[src/rtl/mac_pkg.sv]
// Shared defaults, data types and helpers for the signed multiply-accumulate stage.
package mac_pkg;

    localparam int ACC_W_DEFAULT = 72;
    localparam int CNT_W_DEFAULT = 16;
    localparam int OPERAND_W     = 32;
    localparam int PRODUCT_W     = 64;

    typedef logic signed [OPERAND_W-1:0] operand_t;
    typedef logic signed [PRODUCT_W-1:0] product_t;

    typedef enum logic [0:0] {
        OUT_EMPTY = 1'b0,
        OUT_FULL  = 1'b1
    } out_state_e;

    // Two's-complement add overflow: both addends share a sign the sum does not carry.
    function automatic logic add_overflow(
        input logic a_sign,
        input logic b_sign,
        input logic sum_sign
    );
        return (a_sign == b_sign) && (sum_sign != a_sign);
    endfunction

endpackage

[src/rtl/mac_mult.sv]
// Combinational signed 32x32 multiplier producing a full 64-bit two's-complement product.
module mac_mult
    import mac_pkg::*;
(
    input  operand_t op_a,
    input  operand_t op_b,
    output product_t product
);

    assign product = product_t'(op_a) * product_t'(op_b);

endmodule

[src/rtl/mac_accumulator.sv]
// Three-stage pipelined signed multiply-accumulate with per-batch results and
// valid/ready handshakes; a stalled output freezes the whole pipeline.
module mac_accumulator
    import mac_pkg::*;
#(
    parameter int ACC_W = ACC_W_DEFAULT,
    parameter int CNT_W = CNT_W_DEFAULT
) (
    input  logic             CLK_i,
    input  logic             RST_i,
    input  logic             IN_VALID_i,
    output logic             IN_READY_o,
    input  logic [31:0]      DIN1_i,
    input  logic [31:0]      DIN2_i,
    input  logic             LAST_i,
    output logic             OUT_VALID_o,
    input  logic             OUT_READY_i,
    output logic [ACC_W-1:0] DOUT_o,
    output logic [CNT_W-1:0] COUNT_o,
    output logic             OVF_o
);

    out_state_e              state_r;
    out_state_e              state_next_s;
    logic                    stall_s;
    logic                    load_s;
    logic                    accum_s;

    operand_t                a_r;
    operand_t                b_r;
    logic                    last1_r;
    logic                    v1_r;

    product_t                prod_s;
    product_t                p_r;
    logic                    last2_r;
    logic                    v2_r;

    logic signed [ACC_W-1:0] acc_r;
    logic signed [ACC_W-1:0] p_ext_s;
    logic signed [ACC_W-1:0] sum_s;
    logic [CNT_W-1:0]        cnt_r;
    logic [CNT_W-1:0]        cnt_inc_s;
    logic                    ovf_r;
    logic                    ovf_add_s;
    logic                    ovf_next_s;

    logic [ACC_W-1:0]        dout_r;
    logic [CNT_W-1:0]        count_r;
    logic                    ovf_out_r;

    // Only an unconsumed result that the sink refuses can stall the pipe.
    always_comb begin
        stall_s = (state_r == OUT_FULL) && !OUT_READY_i;
        accum_s = !stall_s && v2_r && !last2_r;
        load_s  = !stall_s && v2_r && last2_r;
    end

    assign IN_READY_o  = !stall_s;
    assign OUT_VALID_o = (state_r == OUT_FULL);
    assign DOUT_o      = dout_r;
    assign COUNT_o     = count_r;
    assign OVF_o       = ovf_out_r;

    // S1: operand register; bubbles enter as v=0 entries.
    always_ff @(posedge CLK_i) begin
        if (RST_i) begin
            a_r     <= '0;
            b_r     <= '0;
            last1_r <= 1'b0;
            v1_r    <= 1'b0;
        end else if (!stall_s) begin
            a_r     <= operand_t'(DIN1_i);
            b_r     <= operand_t'(DIN2_i);
            last1_r <= LAST_i;
            v1_r    <= IN_VALID_i;
        end
    end

    mac_mult u_mult (
        .op_a    (a_r),
        .op_b    (b_r),
        .product (prod_s)
    );

    // S2: product register.
    always_ff @(posedge CLK_i) begin
        if (RST_i) begin
            p_r     <= '0;
            last2_r <= 1'b0;
            v2_r    <= 1'b0;
        end else if (!stall_s) begin
            p_r     <= prod_s;
            last2_r <= last1_r;
            v2_r    <= v1_r;
        end
    end

    // Guarded add of the sign-extended product, sticky overflow and saturating term count.
    always_comb begin
        p_ext_s    = ACC_W'(p_r);
        sum_s      = acc_r + p_ext_s;
        ovf_add_s  = add_overflow(acc_r[ACC_W-1], p_ext_s[ACC_W-1], sum_s[ACC_W-1]);
        ovf_next_s = ovf_r | ovf_add_s;
        if (cnt_r == {CNT_W{1'b1}}) begin
            cnt_inc_s = cnt_r;
        end else begin
            cnt_inc_s = cnt_r + CNT_W'(1'b1);
        end
    end

    // S3 accumulator: grows on non-last terms, restarts once a batch closes.
    always_ff @(posedge CLK_i) begin
        if (RST_i) begin
            acc_r <= '0;
            cnt_r <= '0;
            ovf_r <= 1'b0;
        end else if (accum_s) begin
            acc_r <= sum_s;
            cnt_r <= cnt_inc_s;
            ovf_r <= ovf_next_s;
        end else if (load_s) begin
            acc_r <= '0;
            cnt_r <= '0;
            ovf_r <= 1'b0;
        end
    end

    // Output buffer next state; a load coinciding with a drain keeps it full.
    always_comb begin
        state_next_s = state_r;
        case (state_r)
            OUT_EMPTY: begin
                if (load_s) begin
                    state_next_s = OUT_FULL;
                end else begin
                    state_next_s = OUT_EMPTY;
                end
            end
            OUT_FULL: begin
                if (load_s) begin
                    state_next_s = OUT_FULL;
                end else if (OUT_READY_i) begin
                    state_next_s = OUT_EMPTY;
                end else begin
                    state_next_s = OUT_FULL;
                end
            end
            default: state_next_s = OUT_EMPTY;
        endcase
    end

    // Output buffer state register.
    always_ff @(posedge CLK_i) begin
        if (RST_i) begin
            state_r <= OUT_EMPTY;
        end else begin
            state_r <= state_next_s;
        end
    end

    // Result register: captures the closing sum; otherwise holds steady.
    always_ff @(posedge CLK_i) begin
        if (RST_i) begin
            dout_r    <= '0;
            count_r   <= '0;
            ovf_out_r <= 1'b0;
        end else if (load_s) begin
            dout_r    <= sum_s;
            count_r   <= cnt_inc_s;
            ovf_out_r <= ovf_next_s;
        end
    end

endmodule

[config.mk]
export PLATFORM = sky130hd
export DESIGN_NAME = mac_accumulator
export DESIGN_NICKNAME = d
export VERILOG_FILES = /design/src/rtl/mac_pkg.sv /design/src/rtl/mac_mult.sv /design/src/rtl/mac_accumulator.sv
export SDC_FILE = /design/constraint.sdc
export NUM_CORES = 2
export LEC_CHECK = 0
export ABC_AREA = 1
export CAP_MARGIN = 10
export CORE_ASPECT_RATIO = 1.5
export CORE_UTILIZATION = 55
export DETAILED_ROUTE_END_ITERATION = 10
export GPL_ROUTABILITY_DRIVEN = 1
export PLACE_DENSITY = 0.72
export SLEW_MARGIN = 0
export SYNTH_ARGS = -nofsm -noshare
export SYNTH_HDL_FRONTEND = slang
export SYNTH_SLANG_ARGS = --single-unit
[constraint.sdc]
create_clock -name CLK_i -period 8.2 [get_ports CLK_i]
set_input_delay 0.82 -clock CLK_i [delete_from_list [all_inputs] [get_ports CLK_i]]
set_output_delay 0.82 -clock CLK_i [all_outputs]
set_load 0.005 [all_outputs]
==> impl_metrics.py <==
metrics = {
    "outcome": {
        "outcome": "completed",
    },
    "floorplan": {
        "dieArea_mm2": 0.1030,
        "initial_core_util_pct": 55.71,
        "core_mm2": 0.1004,
        "pin_count": 160,
        "num_rows": 142,
        "die_h_um": 392.5,
        "die_w_um": 262.4,
    },
    "synthesis": {
        "synth_cell_types": 44,
        "yosysSeqAreaShare_pct": 11.13,
        "muxShareOfSynthArea_pct": 0,
        "synth_nets": 9105,
        "synth-xor-area-share_pct": 1.002,
        "post_synth.cell_area_avg_um2": 7.266,
        "synth_warnings": 0,
        "yosys.area.top_type_share_pct": 38.77,
        "ys_ff_latch": 311,
        "yosys.area_share.simple_pct": 21.80,
        "synth_compound_area_share_pct": 5.656,
        "ys_dominant_reg_cell": "dfxtp_1",
        "synth-adder-area-share_pct": 44.50,
        "netlist_top_cells_area": "fa_1 39%, nand2_1 14%, inv_1 14%",
        "yosys.area.top_type": "fa_1",
        "syn_inst": 7697,
        "synth_area_mm2": 0.05592,
        "ys_async_sr_fraction_pct": 0,
        "synth_top_family_by_area": "adder cells",
        "synth_edf_count": 0,
    },
    "global_routing": {
        "grt_max_degree": 93,
        "use_met1_pct": 40.14,
        "grt_pass1_vias": 51460,
        "overflow": 0,
        "gr-usage-met2_pct": 68.00,
        "grt_pass1_wl_um": 288900,
        "use_met3_pct": 3.776,
        "grtUsageTotal_pct": 37.12,
        "grt-busiest-layer": "met2",
        "antenna_found_initial": 1,
    },
    "setup_path": {
        "startpoint": "b_r[16]",
        "required_ps": 8680,
        "crit_fanout": 14,
        "worst-setup-path-type": "reg -> reg",
        "cp_common_cell": "fa_1",
        "critPathCaptureType": "flop",
        "crit_chain": "buf_4, nand2_1, inv_1, fa_1, fa_1, inv_1, fa_1, fa_1, inv_1, fa_1, fa_1, fa_1, fa_1, ha_1, a21oi_1, o21ai_0, a21oi_1, inv_1, o21ai_0, nand3_1, nand2_1, nand3_1, nand2_1, inv_1",
        "timing.rr.start": "b_r[16]",
        "arrival_ps": 8310,
        "worst_setup_path_start_kind": "flop",
        "slowest_stage": "dfxtp_1",
        "slowest_delay_ps": 1000,
    },
    "cells_and_area": {
        "layout.nets": 9135,
        "drive_gt1_share_pct": 4.152,
        "syn2layout_area_growth_pct": 8.439,
        "n_fill_cell": 9366,
        "final_core_util_pct": 60.41,
        "multi_input_area_mm2": 0.04081,
        "regArea_mm2": 0.006230,
    },
    "sta": {
        "setup_viol": 0,
        "relSlewSlack_pct": 24.78,
        "timing.final.ws_setup_ps": 373.3,
        "period_share_pct": 95.45,
        "max_slew.worst_pin.slew_ps": 1127,
        "fin_crit_ps": 7827,
        "max_freq_mhz": 127.8,
        "rsz0062_at_grt": "no",
        "fin_worst_skew_ps": 44.24,
        "maxSlewViolCount": 0,
        "tns_ps": 0,
        "hold_viol_final": 0,
    },
    "hold_path": {
        "min_from": "DOUT_o[46]",
        "holdCritPathClass": "reg -> reg",
    },
    "placement": {
        "hpwlAfterDp_um": 158100,
        "pre_cts_slack_ps": 188.4,
        "gp_congestion": 1.040,
        "io_buffers": 159,
    },
    "cts": {
        "cts_buffers": 38,
        "cts_tree": "built",
        "cts_hold_buf": 0,
        "cts.reportedPaths.clkPinSlew_ps": 70,
        "cts_sinks": 311,
        "htreeDepth": 2,
        "cts_resized": 0,
        "clock_latency_ps": 620,
        "root_buffer": "clkbuf_16",
        "clk_path_buf_depth": 3,
        "post_cts_buffers": 0,
    },
    "routing": {
        "via_per_inst": 5.308,
        "firstDrtPassIters": 8,
        "wl_per_cell_um": 20.53,
        "drc": 0,
        "routed_wirelength_um": 185800,
        "dr.first_iter.drc_count": 3042,
        "ant_nets": 0,
        "dr_total_vias": 48050,
    },
    "power_and_ir_drop": {
        "peakVddDrop_uv": 337.5,
        "p_leak_uw": 0.03458,
        "powerDensity_mw_per_mm2": 351.3,
    },
    "run": {
        "cap_violations": 0,
    },
}
[area by class of cell]
class,count,area share [%]
Clock inverter,19,0.3858
Clock buffer,49,1.735
Timing Repair Buffer,332,5.071
Antenna cell,1,0.004126
Sequential cell,311,10.27
Multi-Input combinational cell,5017,67.30
Inverter,2027,12.56
Tap cell,1296,2.674
[critical path: cells and delay by family, from the launching register on]
family	cells	cell delay, ps
DFF	1	1000
AOI/OAI and AO/OA	4	1290
adders and majority gates	9	4350
and+or+nand+nor	5	440
buffers and inverters	6	600
[final timing paths]
path / endpoint / slack [ps] / cells past startpoint
max: p_r[53] / 370 / 24
min: DOUT_o[46] / 450 / 2
max reg2reg: p_r[53] / 370 / 24
min reg2reg: DOUT_o[46] / 450 / 2
[metrics by stage]
step / total power, uW / cell area (um2) / hold WS [ps] / std cells
floorplan: 13350 / 55920 / 444.4 / 7697
global placement: 19330 / 59350 / 439.9 / 8983
detailed placement: 19240 / 59350 / 441.1 / 8983
CTS: 21310 / 60640 / 457.8 / 9051
global route: 23600 / 60640 / 476.8 / 9051
finish: 21300 / 60640 / 453.1 / 9052
[where the power goes]
group / switching [uW] / internal (uW) / total [uW]
Clock: 809 / 1020 / 1830
Combinational: 11400 / 6080 / 17500
Sequential: 211 / 1740 / 1960
Total: 12500 / 8840 / 21300
[sequential cells by signal, summed over array words and instances (netlist names), 16 cells and up]
register,cells
acc_r,72
p_r,64
DOUT_o,72
b_r,32
COUNT_o,16
a_r,32
cnt_r,16
[kinds of logic (layout without fill, tap and decap cells)]
kind of cell	Yosys count	after routing
AOI/OAI and AO/OA	581	581
xor gates and xnor gates	64	64
adders and majority gates	1339	1339
buffers and inverters	2369	2427
DFF	311	311
other	0	1
and+or+nand+nor	3033	3033
[Yosys cell counts (9+ instances only)]
cell         n
a21oi_1    242
a22o_1      14
clkbuf_1   330
dfxtp_1    311
fa_1      1083
ha_1       256
inv_1     2020
nand2_1   2130
nand2_2     20
nand3_1    235
nand3b_1    25
nand4_1     39
nor2_1     491
nor2_2      12
nor3_1      22
o21ai_0    243
o21bai_1    45
or2_1        9
or2_2       23
xnor2_1     34
xor2_1      30
[cell usage in the layout, fill, tap and decap left out, types with 6 or more instances in the layout]
cell / netlist / layout
nand2_1: 2130 / 2130
inv_1: 2020 / 2019
fa_1: 1083 / 1082
nor2_1: 491 / 491
dfxtp_1: 311 / 308
ha_1: 256 / 256
o21ai_0: 243 / 243
a21oi_1: 242 / 242
nand3_1: 235 / 235
buf_4: 0 / 159
clkdlybuf4s50_1: 0 / 158
o21bai_1: 45 / 45
nand4_1: 39 / 39
clkbuf_16: 0 / 38
xnor2_1: 34 / 34
xor2_1: 30 / 30
nand3b_1: 25 / 25
or2_2: 23 / 23
nor3_1: 22 / 22
nand2_2: 20 / 20
buf_12: 0 / 15
a22o_1: 14 / 14
nor2_2: 12 / 10
or2_1: 9 / 9
o21a_1: 8 / 8
nand3_2: 8 / 8
nor4_1: 8 / 8
inv_2: 7 / 6
clkbuf_8: 0 / 6
[layer usage]
layer  wire, um  up-vias
met2      96150     1709
li1           -    22200
met4      15620        0
met5          0        -
met1      64530    23500
met3       9531      639
(Power assumes the default switching activity.)
